==> src/rtl/mul_share_sched.sv <==
// Generic first-word-fall-through FIFO used for the product response queue.
// Latency: a write is visible at the head on the cycle after it is written.
// Backpressure: none internally; the caller must never write while full.
module mul_share_sched_fifo #(
    parameter int W     = 8,
    parameter int DEPTH = 8
) (
    input  logic         clk,
    input  logic         rst,
    input  logic         wr_vld,
    input  logic [W-1:0] wr_dat,
    output logic         rd_vld,
    input  logic         rd_rdy,
    output logic [W-1:0] rd_dat
);
    localparam int AW = (DEPTH > 1) ? $clog2(DEPTH) : 1;
    localparam int CW = $clog2(DEPTH + 1);

    logic [W-1:0]  mem [DEPTH];
    logic [AW-1:0] wr_ptr;
    logic [AW-1:0] rd_ptr;
    logic [CW-1:0] count;
    logic          pop;
    logic          full;

    function automatic logic [AW-1:0] nxt(input logic [AW-1:0] p);
        return (p == AW'(DEPTH - 1)) ? '0 : p + 1'b1;
    endfunction

    assign pop    = rd_vld && rd_rdy;
    assign rd_vld = (count != '0);
    assign full   = (count == CW'(DEPTH));
    assign rd_dat = mem[rd_ptr];

    always_ff @(posedge clk) begin
        if (wr_vld) mem[wr_ptr] <= wr_dat;
    end

    always_ff @(posedge clk or negedge rst) begin
        if (!rst) begin
            wr_ptr <= '0;
            rd_ptr <= '0;
            count  <= '0;
        end else begin
            if (wr_vld) wr_ptr <= nxt(wr_ptr);
            if (pop)    rd_ptr <= nxt(rd_ptr);
            case ({wr_vld, pop})
                2'b10:   count <= count + CW'(1);
                2'b01:   count <= count - CW'(1);
                default: count <= count;
            endcase
        end
    end

    a_no_overflow: assert property (@(posedge clk) disable iff (!rst) !(wr_vld && full));

endmodule

// Round-robin scheduler sharing one packed dual-int8 multiplier among NUM_REQ requesters.
// Latency: issue one cycle after handshake; response head valid MUL_LAT+2 cycles after handshake.
// Backpressure: credits cover FIFO space including in-flight products; zero credits blocks grants.
module mul_share_sched #(
    parameter int  NUM_REQ    = 4,
    parameter int  IN_BITS    = 8,
    parameter int  PROD_BITS  = 32,
    parameter int  MUL_LAT    = 4,
    parameter int  FIFO_DEPTH = 8,
    localparam int ID_BITS    = $clog2(NUM_REQ)
) (
    input  logic                       clk,
    input  logic                       rst,
    input  logic [NUM_REQ-1:0]         req_valid,
    output logic [NUM_REQ-1:0]         req_ready,
    input  logic [NUM_REQ*IN_BITS-1:0] req_a,
    input  logic [NUM_REQ*IN_BITS-1:0] req_b,
    input  logic [NUM_REQ*IN_BITS-1:0] req_e,
    output logic                       mul_issue,
    output logic [IN_BITS-1:0]         mul_a,
    output logic [IN_BITS-1:0]         mul_b,
    output logic [IN_BITS-1:0]         mul_e,
    input  logic [PROD_BITS-1:0]       mul_pa,
    input  logic [PROD_BITS-1:0]       mul_pb,
    output logic                       rsp_valid,
    input  logic                       rsp_ready,
    output logic [ID_BITS-1:0]         rsp_id,
    output logic [PROD_BITS-1:0]       rsp_pa,
    output logic [PROD_BITS-1:0]       rsp_pb
);
    localparam int CW = $clog2(FIFO_DEPTH + 1);

    typedef struct packed {
        logic [ID_BITS-1:0]   id;
        logic [PROD_BITS-1:0] pa;
        logic [PROD_BITS-1:0] pb;
    } rsp_t;

    logic [ID_BITS-1:0] ptr;
    logic [CW-1:0]      credits;
    logic [ID_BITS-1:0] gnt_id;
    logic [ID_BITS-1:0] cand;
    logic               gnt_found;
    logic               hs;
    logic               pop;
    logic [MUL_LAT:0]   tag_vld;
    logic [ID_BITS-1:0] tag_id [MUL_LAT+1];
    rsp_t               wr_dat;
    rsp_t               head;
    logic               head_vld;

    // Search starts just past the last winner so every requester gets a turn.
    always_comb begin
        req_ready = '0;
        gnt_id    = '0;
        gnt_found = 1'b0;
        cand      = '0;
        for (int i = 1; i <= NUM_REQ; i++) begin
            cand = ID_BITS'((int'(ptr) + i) % NUM_REQ);
            if (!gnt_found && req_valid[cand]) begin
                gnt_found = 1'b1;
                gnt_id    = cand;
            end
        end
        if (gnt_found && credits != '0) req_ready[gnt_id] = 1'b1;
    end

    assign hs  = |(req_valid & req_ready);
    assign pop = rsp_valid && rsp_ready;

    always_ff @(posedge clk or negedge rst) begin
        if (!rst) begin
            ptr       <= ID_BITS'(NUM_REQ - 1);
            credits   <= CW'(FIFO_DEPTH);
            mul_issue <= 1'b0;
            mul_a     <= '0;
            mul_b     <= '0;
            mul_e     <= '0;
        end else begin
            mul_issue <= hs;
            if (hs) begin
                ptr   <= gnt_id;
                mul_a <= req_a[gnt_id*IN_BITS +: IN_BITS];
                mul_b <= req_b[gnt_id*IN_BITS +: IN_BITS];
                mul_e <= req_e[gnt_id*IN_BITS +: IN_BITS];
            end
            case ({hs, pop})
                2'b10:   credits <= credits - CW'(1);
                2'b01:   credits <= credits + CW'(1);
                default: credits <= credits;
            endcase
        end
    end

    // Tag stage MUL_LAT lines up with the cycle the multiplier presents that issue's products.
    always_ff @(posedge clk or negedge rst) begin
        if (!rst) begin
            tag_vld <= '0;
            for (int k = 0; k <= MUL_LAT; k++) tag_id[k] <= '0;
        end else begin
            tag_vld   <= {tag_vld[MUL_LAT-1:0], hs};
            tag_id[0] <= gnt_id;
            for (int k = 1; k <= MUL_LAT; k++) tag_id[k] <= tag_id[k-1];
        end
    end

    assign wr_dat = '{id: tag_id[MUL_LAT], pa: mul_pa, pb: mul_pb};

    mul_share_sched_fifo #(
        .W     ($bits(rsp_t)),
        .DEPTH (FIFO_DEPTH)
    ) u_rsp_fifo (
        .clk    (clk),
        .rst    (rst),
        .wr_vld (tag_vld[MUL_LAT]),
        .wr_dat (wr_dat),
        .rd_vld (head_vld),
        .rd_rdy (rsp_ready),
        .rd_dat (head)
    );

    // Head fields are forced to zero while empty so stale storage never leaks out.
    assign rsp_valid = head_vld;
    assign rsp_id    = head_vld ? head.id : '0;
    assign rsp_pa    = head_vld ? head.pa : '0;
    assign rsp_pb    = head_vld ? head.pb : '0;

endmodule
==> config.mk <==
export PLATFORM = sky130hd
export DESIGN_NAME = mul_share_sched
export DESIGN_NICKNAME = d
export VERILOG_FILES = /design/src/rtl/mul_share_sched.sv
export SDC_FILE = /design/constraint.sdc
export NUM_CORES = 1
export LEC_CHECK = 0
export CAP_MARGIN = 20
export CORE_MARGIN = 1.5
export CORE_UTILIZATION = 55
export CTS_BUF_LIST = sky130_fd_sc_hd__clkbuf_16
export DETAILED_ROUTE_END_ITERATION = 10
export PLACE_DENSITY = 0.82
export RECOVER_POWER = 100
export SLEW_MARGIN = 20
export SYNTH_ARGS = -nofsm -noshare
export SYNTH_HDL_FRONTEND = slang
export SYNTH_SLANG_ARGS = --single-unit
==> constraint.sdc <==
create_clock -name clk -period 6.5 [get_ports clk]
set_input_delay 0.65 -clock clk [delete_from_list [all_inputs] [get_ports clk]]
set_output_delay 0.65 -clock clk [all_outputs]
set_load 0.1 [all_outputs]
* After elaboration in Yosys (flattened, before gate mapping)
Memories as Yosys holds them, arrays and structs flattened. Cells that the tools add are included.
Operators by class: add/subtract/negate cells 10, $mul 0, divide/modulo/power cells 0, magnitude comparators 6, equal/unequal tests 6, shift operators 3, multiplexer cells 28, bitwise operators 1, reductions and logical operators 14
Operators by type and width (number):
- $shiftx A32 B6 Y8 | 3
- $mux W32 | 2
- $pmux W4 S2 | 2
- $lt A2 B3 Y1 const B | 5
- $mux W1 | 11
- $mux W2 | 5
- $add A4 B1 Y4 const B | 2
- $bmux W1 S2 | 4
- $reduce_bool A4 Y1 | 2
- $sub A4 B1 Y4 const B | 2
- $add A3 B1 Y3 const B | 2
- $eq A3 B3 Y1 const B | 2
- $logic_and A1 B1 Y1 | 6
- $mux W3 | 2
- $add A2 B1 Y2 const B | 2
- $add A2 B2 Y2 const B | 2
- $and A4 B4 Y4 | 1
- $eq A2 B1 Y1 const B | 2
- $eq A2 B2 Y1 const B | 2
- $mux W4 | 1
- $reduce_bool A2 Y1 | 2
- $reduce_or A4 Y1 | 1
- $logic_not A1 Y1 | 3
- $demux W1 S2 | 1
- $ge A2 B1 Y1 const B | 1
Word-level totals: flip-flop bits (word level) 56, bits in latches 0, RAM bits 528, memory bits (read-only) 0, input bits 167, output and inout bits 96, logic and storage cells 84, memories 1
Memory list:
- u_rsp_fifo.mem | depth 8, bits a word 66, read ports 1, clocked after Yosys merged registers in 0, wr ports 1, RTL line 19 | logic [W-1:0] mem [DEPTH];

* Depth between registers and ports, before layout
Gate-level depths: netlist (run 1).
word-level depth 22, mapped depth 12, mapped depth without buffers 12

* Hierarchy
From an unflattened synthesis (run 1), not the netlist that was laid out.
Unflattened totals: cells, all modules 1135, area total of the unflattened synthesis 23754.0 um2
By module, submodules not included:
- mul_share_sched_fifo | times used 1, cells an instance 828, area each 20793.7 um2
- mul_share_sched | times used 1, cells an instance 307, area each 2960.3 um2

* Least setup slack after synthesis (run 1)
Ideal clock, no wire load.
path type register to register, start point reg u_rsp_fifo.wr_ptr[0], end point mem u_rsp_fifo.mem[0][0] in the netlist's numbering, enable pin, arrival 5.074 ns, data required time 5.929 ns, slack 0.855 ns, stages on the path, launching flop included 3, buffers on the path 0, period minus slack after synthesis 5.645 ns, cell sequence dfrtp_1 > nand2b_1 > nor3_1
RTL lines:
- start: declaration | RTL line 20 | logic [AW-1:0] wr_ptr;
- start signal: assignment | RTL line 45 | if (wr_vld) wr_ptr <= nxt(wr_ptr);
- end: declaration | RTL line 19
No word-level cell before the write port.

* Final worst setup path (run 1)
start point reg u_rsp_fifo.wr_ptr[1], end point mem u_rsp_fifo.mem[5][65] in the netlist's numbering, enable pin
No word-level cell before the write port.

==> summary.txt, run 1 <==
I/O pins: 263
CP Class: reg -> reg
Post-route cell area: 27900 sq um
Clock Skew: 0.0161 ns
Yosys Warn Count: 0
Post-synth ARST share: 9.43%
Setup_tns: 0 ns
Full die area: 43100 sq um
Compound-Gate Fraction of Synth Area: 1.96%
Sequential area share after synthesis: 74.8%
Die Y: 208 um
Crit end category: flip-flop
Crit path launch type: flip-flop
Combinational family with the most area after synthesis: multiplexers
CTS max path bufs: 3
Final min period: 5.22 ns
WP data arrival: 5.31 ns
Simple-gate share of the synthesized area: 2.31%
Cts hold-fix bufs: 0
Initial Utilization: 56.0%
Crit path max fanout: 52
EDFF count, synth: 528
# fillers: 2650
Drc violations: 0
Status: finished, violations left
First-pass DRT Iterations: 5
Unique masters post-synth: 34
Initial antenna violation count: 5
Failing checks: max-capacitance violations, max-slew violations
RSZ-0062 raised after global routing: false
Final WL: 47600 um
Most used flip-flop cell after synthesis: edfxtp_1
Vias in the first global route: 12300
Rel. slew slack: -197%
CTS root buffer: clkbuf_16
Hpwl dp: 27100 um
Port bufs: 262
CTS tree: yes
Synthesized cell area: 23000 sq um
Clk_lat worst skew: 0.59 ns
Adder-cell area share of the yosys netlist: 0.717%
Max Fclk: 0.192 GHz
Synth Register Bits: 583
Postcts setup bufs: 0
1st-iter DRT viols: 864
Multiplexer share of the synthesized area: 18.1%
Setup WS post-layout: 1.28 ns
Largest net degree at the start of global routing: 71
H-tree levels: 2
DR WL/cell: 24.3 um
Vias: 11500
Core Area: 41100 sq um
Slew Limit Fails: 468
Die width: 208 um
Post-DP Area: 26200 sq um
Post-Place Setup Slack: 1.94 ns
# setup viols final: 0
CTS Sinks: 583
Final ANT Viol Nets: 0
Tot GR Track Use: 22.4%
Maxcap violations: 12
Clock Pin Slew Worst Setup and Hold Paths: 0.06 ns
Commonest cells after routing, fill and taps aside: edfxtp_1 (528), dlygate4sd3_1 (160), mux4_2 (132)
Final Util: 67.7%
Syn Area/Cell: 21.1 sq um
Final worst path period share: 80.3%
Critical path required time: 6.60 ns
Syn Inst Count: 1094
Slew @ Worst Pin: 4.46 ns
Site row count: 74
GP Congestion: 0.840
Vias/cell: 5.87
Post-Syn Nets: 1273
Hold/Removal Path Class: reg -> reg
Xor-xnor portion of the synthesized cell area: 0.304%
First-pass GRT wire length: 72500 um
R2R cell count: 3
Final Net Count: 1553
Hold Fails Final Rpt: 0
Area delta synth->final: 20.9%
Grt ovf: 0
Layout cell share with drive strength beyond 1: 17.2%
Most common cell after layout, fill and taps aside: edfxtp_1
CTS resizes: 0
Worst Hold Depth: 0
CTS Buf Count: 56
[registers in the layout (all words and copies together), names as in the netlist]
name	flops
ptr	2
tag_vld	5
mul_e	8
credits	4
mul_b	8
u_rsp_fifo.rd_ptr	3
u_rsp_fifo.mem	528
u_rsp_fifo.wr_ptr	3
tag_id	10
u_rsp_fifo.count	4
mul_a	8
[cell type report]
cell class / count / area [sq um] / share of cell area [%]
Sequential cell: 583 / 17200 / 61.9
Timing Repair Buffer: 280 / 2770 / 9.95
Tap cell: 532 / 666 / 2.39
Antenna cell: 5 / 12.5 / 0.0449
Clock inverter: 48 / 407 / 1.46
Multi-Input combinational cell: 443 / 5290 / 19.0
Clock buffer: 57 / 1430 / 5.12
Inverter: 10 / 40.0 / 0.144
[kinds of logic (layout without fill, tap and decap cells)]
family | after synthesis | after routing
AO/OA/AOI/OAI | 42 | 42
XOR/XNOR | 8 | 8
adder cells (fa/ha/maj) | 12 | 12
buffers and inverters | 68 | 395
flip-flops | 583 | 583
multiplexers | 250 | 250
other | 0 | 5
AND/OR/NAND/NOR | 131 | 131
[cells in the mapped netlist, types with 7 or more instances]
cell | n | area [sq um]
o221ai_2 | 18 | 270
mux4_2 | 132 | 2970
nand2_1 | 36 | 135
dfrtp_1 | 52 | 1300
clkbuf_1 | 18 | 67.6
inv_1 | 9 | 33.8
nor2_1 | 80 | 300
o221ai_1 | 7 | 61.3
buf_2 | 25 | 125
nand2b_1 | 7 | 43.8
buf_6 | 11 | 124
ha_1 | 10 | 125
edfxtp_1 | 528 | 15900
mux2i_1 | 115 | 1150
[layer usage]
metal  vias to the layer above  track usage, %  share of wire, %
met3                        70            4.45               7.0
li1                       5021               -                 -
met1                      5933            29.2                39
met4                         4            6.49               2.1
met2                       458            38.6                51
met5                         -               0             0.057
[stage by stage]
stage / hold slack, ns / cells
2_1_floorplan: 0.331 / 1094
3_3_place_gp: 0.333 / 1847
3_5_place_dp: 0.335 / 1847
4_1_cts: 0.202 / 1952
5_1_grt: 0.351 / 1955
6_report: 0.347 / 1958
[worst max-delay path, stage by stage, from the launching register on]
cell and delay, ns:
dfrtp_1 0.45, nand2b_1 0.21, nor2_1 1.26, clkbuf_1 2.77
[worst paths after layout]
| kind | from | end | slack, ns |
|---|---|---|---|
| max in group asynchronous | rst | u_rsp_fifo.rd_ptr[1] | 3.35 |
| min in group asynchronous | rst | mul_a[6] | 1.11 |
| hold / removal | tag_id[9] | tag_id[7] | 0.35 |
| hold reg to reg | tag_id[9] | tag_id[7] | 0.35 |
| setup reg to reg | u_rsp_fifo.wr_ptr[1] | u_rsp_fifo.mem[5][65] | 1.28 |
| setup / recovery | u_rsp_fifo.wr_ptr[1] | u_rsp_fifo.mem[5][65] | 1.28 |
Power of run 1 is not shown: default switching activity piles up to over one toggle a cycle in this logic, so the estimate is an artifact.
==> inputs of run 2 (changes only) <==
==> constraint.sdc (replaced) <==
create_clock -name clk -period 5 [get_ports clk]
set_input_delay 0.5 -clock clk [delete_from_list [all_inputs] [get_ports clk]]
set_output_delay 0.5 -clock clk [all_outputs]
set_load 0.1 [all_outputs]
==> run 2 against run 1 <==
Net effect:
- the run still ends with max-capacitance violations, max-slew violations left
- utilization about the same
- worst setup slack worse by 0.63 ns
- register-to-register slack lost 0.38 ns
- via count increased by 1.9%
- routed wire length increased by 2.0%
- first-iteration DRC count decreased by 0.81%
- global-route usage is 0.47 points higher
- critical endpoint is now rsp_pa[29]
- largest cell class unchanged
==> summary.txt, run 2 (synthesis results as in run 1) <==
Layout cell share with drive strength beyond 1: 18.2%
Hold/Removal Path Class: reg -> reg
Postcts setup bufs: 0
CP Class: reg -> out
Grt met1 use: 28.8%
Crit-path leading delay family: buffers and inverters
Met2 usage: 39.8%
1st-iter DRT viols: 857
R2R cell count: 3
CTS root buffer: clkbuf_16
Slew @ Worst Pin: 3.02 ns
CP Cell Sequence: buf_4, mux4_2, mux2i_1, nor2_1, dlygate4sd3_1
Clk_lat worst skew: 0.61 ns
Final WL: 48500 um
Port bufs: 262
Slew Limit Fails: 391
Largest net degree at the start of global routing: 59
Final Net Count: 1570
Rel. slew slack: -101%
Worst hold slack: 0.347 ns
Crit end category: primary output
Commonest cells after routing, fill and taps aside: edfxtp_1 (528), dlygate4sd3_1 (156), mux4_2 (132)
Final Util: 67.7%
Most common cell after layout, fill and taps aside: edfxtp_1
Failing checks: max-capacitance violations, max-slew violations
CTS Buf Count: 55
Hpwl dp: 28900 um
Largest register FFs: 528
Crit path max fanout: 58
Final min period: 4.35 ns
Tot GR Track Use: 22.9%
Site row count: 74
Worst Hold Depth: 0
WP data arrival: 3.85 ns
Final ANT Viol Nets: 0
# setup viols final: 0
Initial antenna violation count: 9
# fillers: 2576
Crit path launch type: flip-flop
First-pass GRT wire length: 73700 um
Hold Fails Final Rpt: 0
CTS Sinks: 583
Top Registers: u_rsp_fifo.mem x528, tag_id x10
Area delta synth->final: 20.8%
Vias in the first global route: 12400
CTS max path bufs: 3
Setup_tns: 0 ns
Cts hold-fix bufs: 0
H-tree levels: 2
Gr busiest metal: met2
Vias: 11700
Full die area: 43100 sq um
Core Area: 41100 sq um
Slowest CP cell: dlygate4sd3_1
Status: finished, violations left
R2R Setup Slk: 0.90 ns
Critical path required time: 4.50 ns
I/O pins: 263
DR WL/cell: 24.6 um
Crit. Startpoint: u_rsp_fifo.rd_ptr[1]
Grt ovf: 0
Number of buffers and inverters on the critical path: 2
Vias/cell: 5.93
CTS tree: yes
GRT met3 Usage: 4.66%
Drc violations: 0
Die Y: 208 um
Reg2Reg Launch Point: u_rsp_fifo.wr_ptr[1]
RSZ-0062 raised after global routing: false
Maxcap violations: 11
Die width: 208 um
Clock Skew: 0.0138 ns
GP Congestion: 0.816
Initial Utilization: 56.0%
Max Fclk: 0.230 GHz
Final worst path period share: 86.9%
Most flops, register: u_rsp_fifo.mem
HP Start: tag_id[7]
First-pass DRT Iterations: 5
Clock Pin Slew Worst Setup and Hold Paths: 0.06 ns
Hold Crit Endpoint: tag_id[5]
R2r endpoint: u_rsp_fifo.mem[5][58]
CTS resizes: 0
Slowest stage delay, CP: 1.24 ns
run 2: worst reg2reg max path, stage by stage (launching register included):
cell,delay (ns)
dfrtp_1,0.44
nand2b_1,0.19
nor2_1,1.99
clkbuf_1,1.08
run 2: how the worst max path moves through the flow:
stage	end	slack [ns]	cells past startpoint
final	rsp_pa[29]	0.65	5
after global routing	req_ready[3]	0.45	7
after CTS	rsp_pb[14]	0.55	5
after detailed placement	rsp_pb[11]	1.22	5
after global placement	rsp_pb[31]	1.23	5
after floorplan	u_rsp_fifo.mem[2][0]	1.13	2
run 2: metrics by stage:
step / setup slack (ns) / std cells / instance area [sq um]
floorplan: 1.13 / 1094 / 23000
global placement: 1.23 / 1863 / 26300
detailed placement: 1.22 / 1865 / 26400
CTS: 0.546 / 1967 / 28000
global route: 0.451 / 1971 / 27800
finish: 0.654 / 1972 / 27800
run 2: metal layers:
layer  up-vias  share of wire (%)
li1       5058                  -
met1      6020                 38
met2       536                 52
met3        83                7.3
met4         4                2.6
met5         -              0.054
run 2: area by class of cell:
cell class / instances / area (sq um) / area share [%]
antenna: 4 / 10.0 / 0.0360
sequential: 583 / 17200 / 62.0
multi-input combinational: 443 / 5310 / 19.1
timing repair buffer: 298 / 2870 / 10.3
tap: 532 / 666 / 2.39
inverter: 10 / 40.0 / 0.144
clock buffer: 55 / 1380 / 4.94
clock inverter: 47 / 314 / 1.13
Power of run 2 is left out for the same reason.
==> inputs of run 3 (changes only) <==
==> constraint.sdc (replaced) <==
create_clock -name clk -period 4.4 [get_ports clk]
set_input_delay 0.44 -clock clk [delete_from_list [all_inputs] [get_ports clk]]
set_output_delay 0.44 -clock clk [all_outputs]
set_load 0.1 [all_outputs]
==> run 3 against run 2 <==
Net effect:
- first-iteration DRC count up 11%
- register-to-register slack worse by 0.36 ns
- sequential share of layout area up 0.51 points
- routed wire length up 1.2%
- non-clock buffer count down 12
- worst setup slack worse by 0.11 ns
- critical path depth down 2
- utilization down 0.55 points
- final cell count down 0.56%
- final area down 0.81%
- the run still ends with max-capacitance violations, max-slew violations left
- highest routed layer unchanged
- clock skew down 0.0012 ns
- sequential cell count unchanged
==> summary.txt, run 3 (synthesis results as in run 1) <==
Final Net Count: 1559
CTS root buffer: clkbuf_16
Final min period: 3.86 ns
CP Class: reg -> reg
Hold Fails Final Rpt: 0
Crit end category: flip-flop
CTS Buf Count: 56
Storage element area: 17200 sq um
Grt met1 use: 30.5%
Die Y: 208 um
GRT met3 Usage: 4.31%
Port bufs: 262
Crit path launch type: flip-flop
Most flops, register: u_rsp_fifo.mem
First-pass DRT Iterations: 5
Initial Utilization: 56.0%
R2r endpoint: u_rsp_fifo.mem[1][60]
Grt ovf: 0
# fillers: 2646
Drc violations: 0
Max Fclk: 0.259 GHz
Post-DP Area: 26100 sq um
Initial antenna violation count: 6
Core Area: 41100 sq um
DR WL/cell: 25.0 um
Final cell count without fillers: 1961
WP data arrival: 4.05 ns
Multi-input logic area: 5280 sq um
Crit. Startpoint: tag_vld[4]
Post-route cell area: 27600 sq um
Slew @ Worst Pin: 2.85 ns
Hpwl dp: 28200 um
Site row count: 74
Tot GR Track Use: 23.4%
Most common cell after layout, fill and taps aside: edfxtp_1
CTS tree: yes
GP Congestion: 0.824
RSZ-0062 raised after global routing: false
Maxcap violations: 9
Met2 usage: 40.7%
R2R cell count: 3
Clock Pin Slew Worst Setup and Hold Paths: 0.06 ns
Hold/Removal Path Class: reg -> reg
CTS max path bufs: 3
Critical path required time: 4.59 ns
Placed cell count: 1853
CTS Sinks: 583
Commonest cells after routing, fill and taps aside: edfxtp_1 (528), mux4_2 (132), mux2i_1 (115)
I/O pins: 263
Clock Skew: 0.0125 ns
Worst hold slack: 0.344 ns
Gr busiest metal: met2
1st-iter DRT viols: 954
Final ANT Viol Nets: 0
First-pass GRT wire length: 74800 um
Top Registers: u_rsp_fifo.mem x528, tag_id x10
Slew Limit Fails: 346
Vias/cell: 5.92
CTS resizes: 0
Full die area: 43100 sq um
Crit path max fanout: 58
Final worst path period share: 87.7%
Status: finished, violations left
Final WL: 49100 um
R2R Setup Slk: 0.54 ns
Vias: 11600
Worst Hold Depth: 0
H-tree levels: 2
Failing checks: max-capacitance violations, max-slew violations
Rel. slew slack: -91.0%
# setup viols final: 0
Layout cell share with drive strength beyond 1: 21.4%
Largest register FFs: 528
Area delta synth->final: 19.9%
Clk_lat worst skew: 0.61 ns
Die width: 208 um
Setup_tns: 0 ns
Reg2Reg Launch Point: tag_vld[4]
Largest net degree at the start of global routing: 67
Vias in the first global route: 12500
Worst setup path end: u_rsp_fifo.mem[1][60]
==> run 3: cell types whose count changed in the layout (fill, tap and decap cells not counted), sizes merged, moves of 5 or more <==
cell	before	now
inv	28	23
buf	22	28
clkbuf	74	122
dlygate4sd3	156	91
bufinv	3	8
==> run 3: routing by layer <==
layer	up-vias	part of all wire [%]
met1	6008	39
met2	503	52
li1	5023	-
met5	-	0.026
met3	82	6.7
met4	2	2.2
==> run 3: critical path: stages, from the launching register on <==
cell	delay, ns
dfrtp_1	0.42
nand2_1	0.14
nor3_1	1.24
clkbuf_2	1.61
==> run 3: through the flow <==
step / utilization (%) / worst slack (ns)
global placement: 63.6 / 1.34
detailed placement: 63.6 / 1.30
floorplan: - / 0.525
CTS: 68.1 / 0.624
finish: 67.2 / 0.541
global route: 67.1 / 0.271
==> run 3: worst min-delay path by stage <==
| stage | startpoint | endpoint |
|---|---|---|
| after CTS | tag_vld[1] | tag_vld[2] |
| after global routing | tag_id[6] | tag_id[4] |
| after global placement | tag_vld[1] | tag_vld[2] |
| after floorplan | rst | credits[0] |
| final | tag_vld[1] | tag_vld[2] |
| after detailed placement | tag_vld[1] | tag_vld[2] |
==> run 3: area by class of cell <==
class                   instances  share of cell area [%]
repair buffers                286                    9.10
clock inverters                47                    1.64
multi-input cells             443                    19.1
well taps                     532                    2.41
flip-flops and latches        583                    62.5
diodes                          4                  0.0363
inverters                      10                   0.145
clock buffers                  56                    5.08
==> run 3: what timing repair did <==
action | in CTS | in global routing
buffers inserted | 0 | 0
hold endpoints to repair | 52 | 0
hold buffers | 1 | 0
Power of run 3 is left out for the same reason.
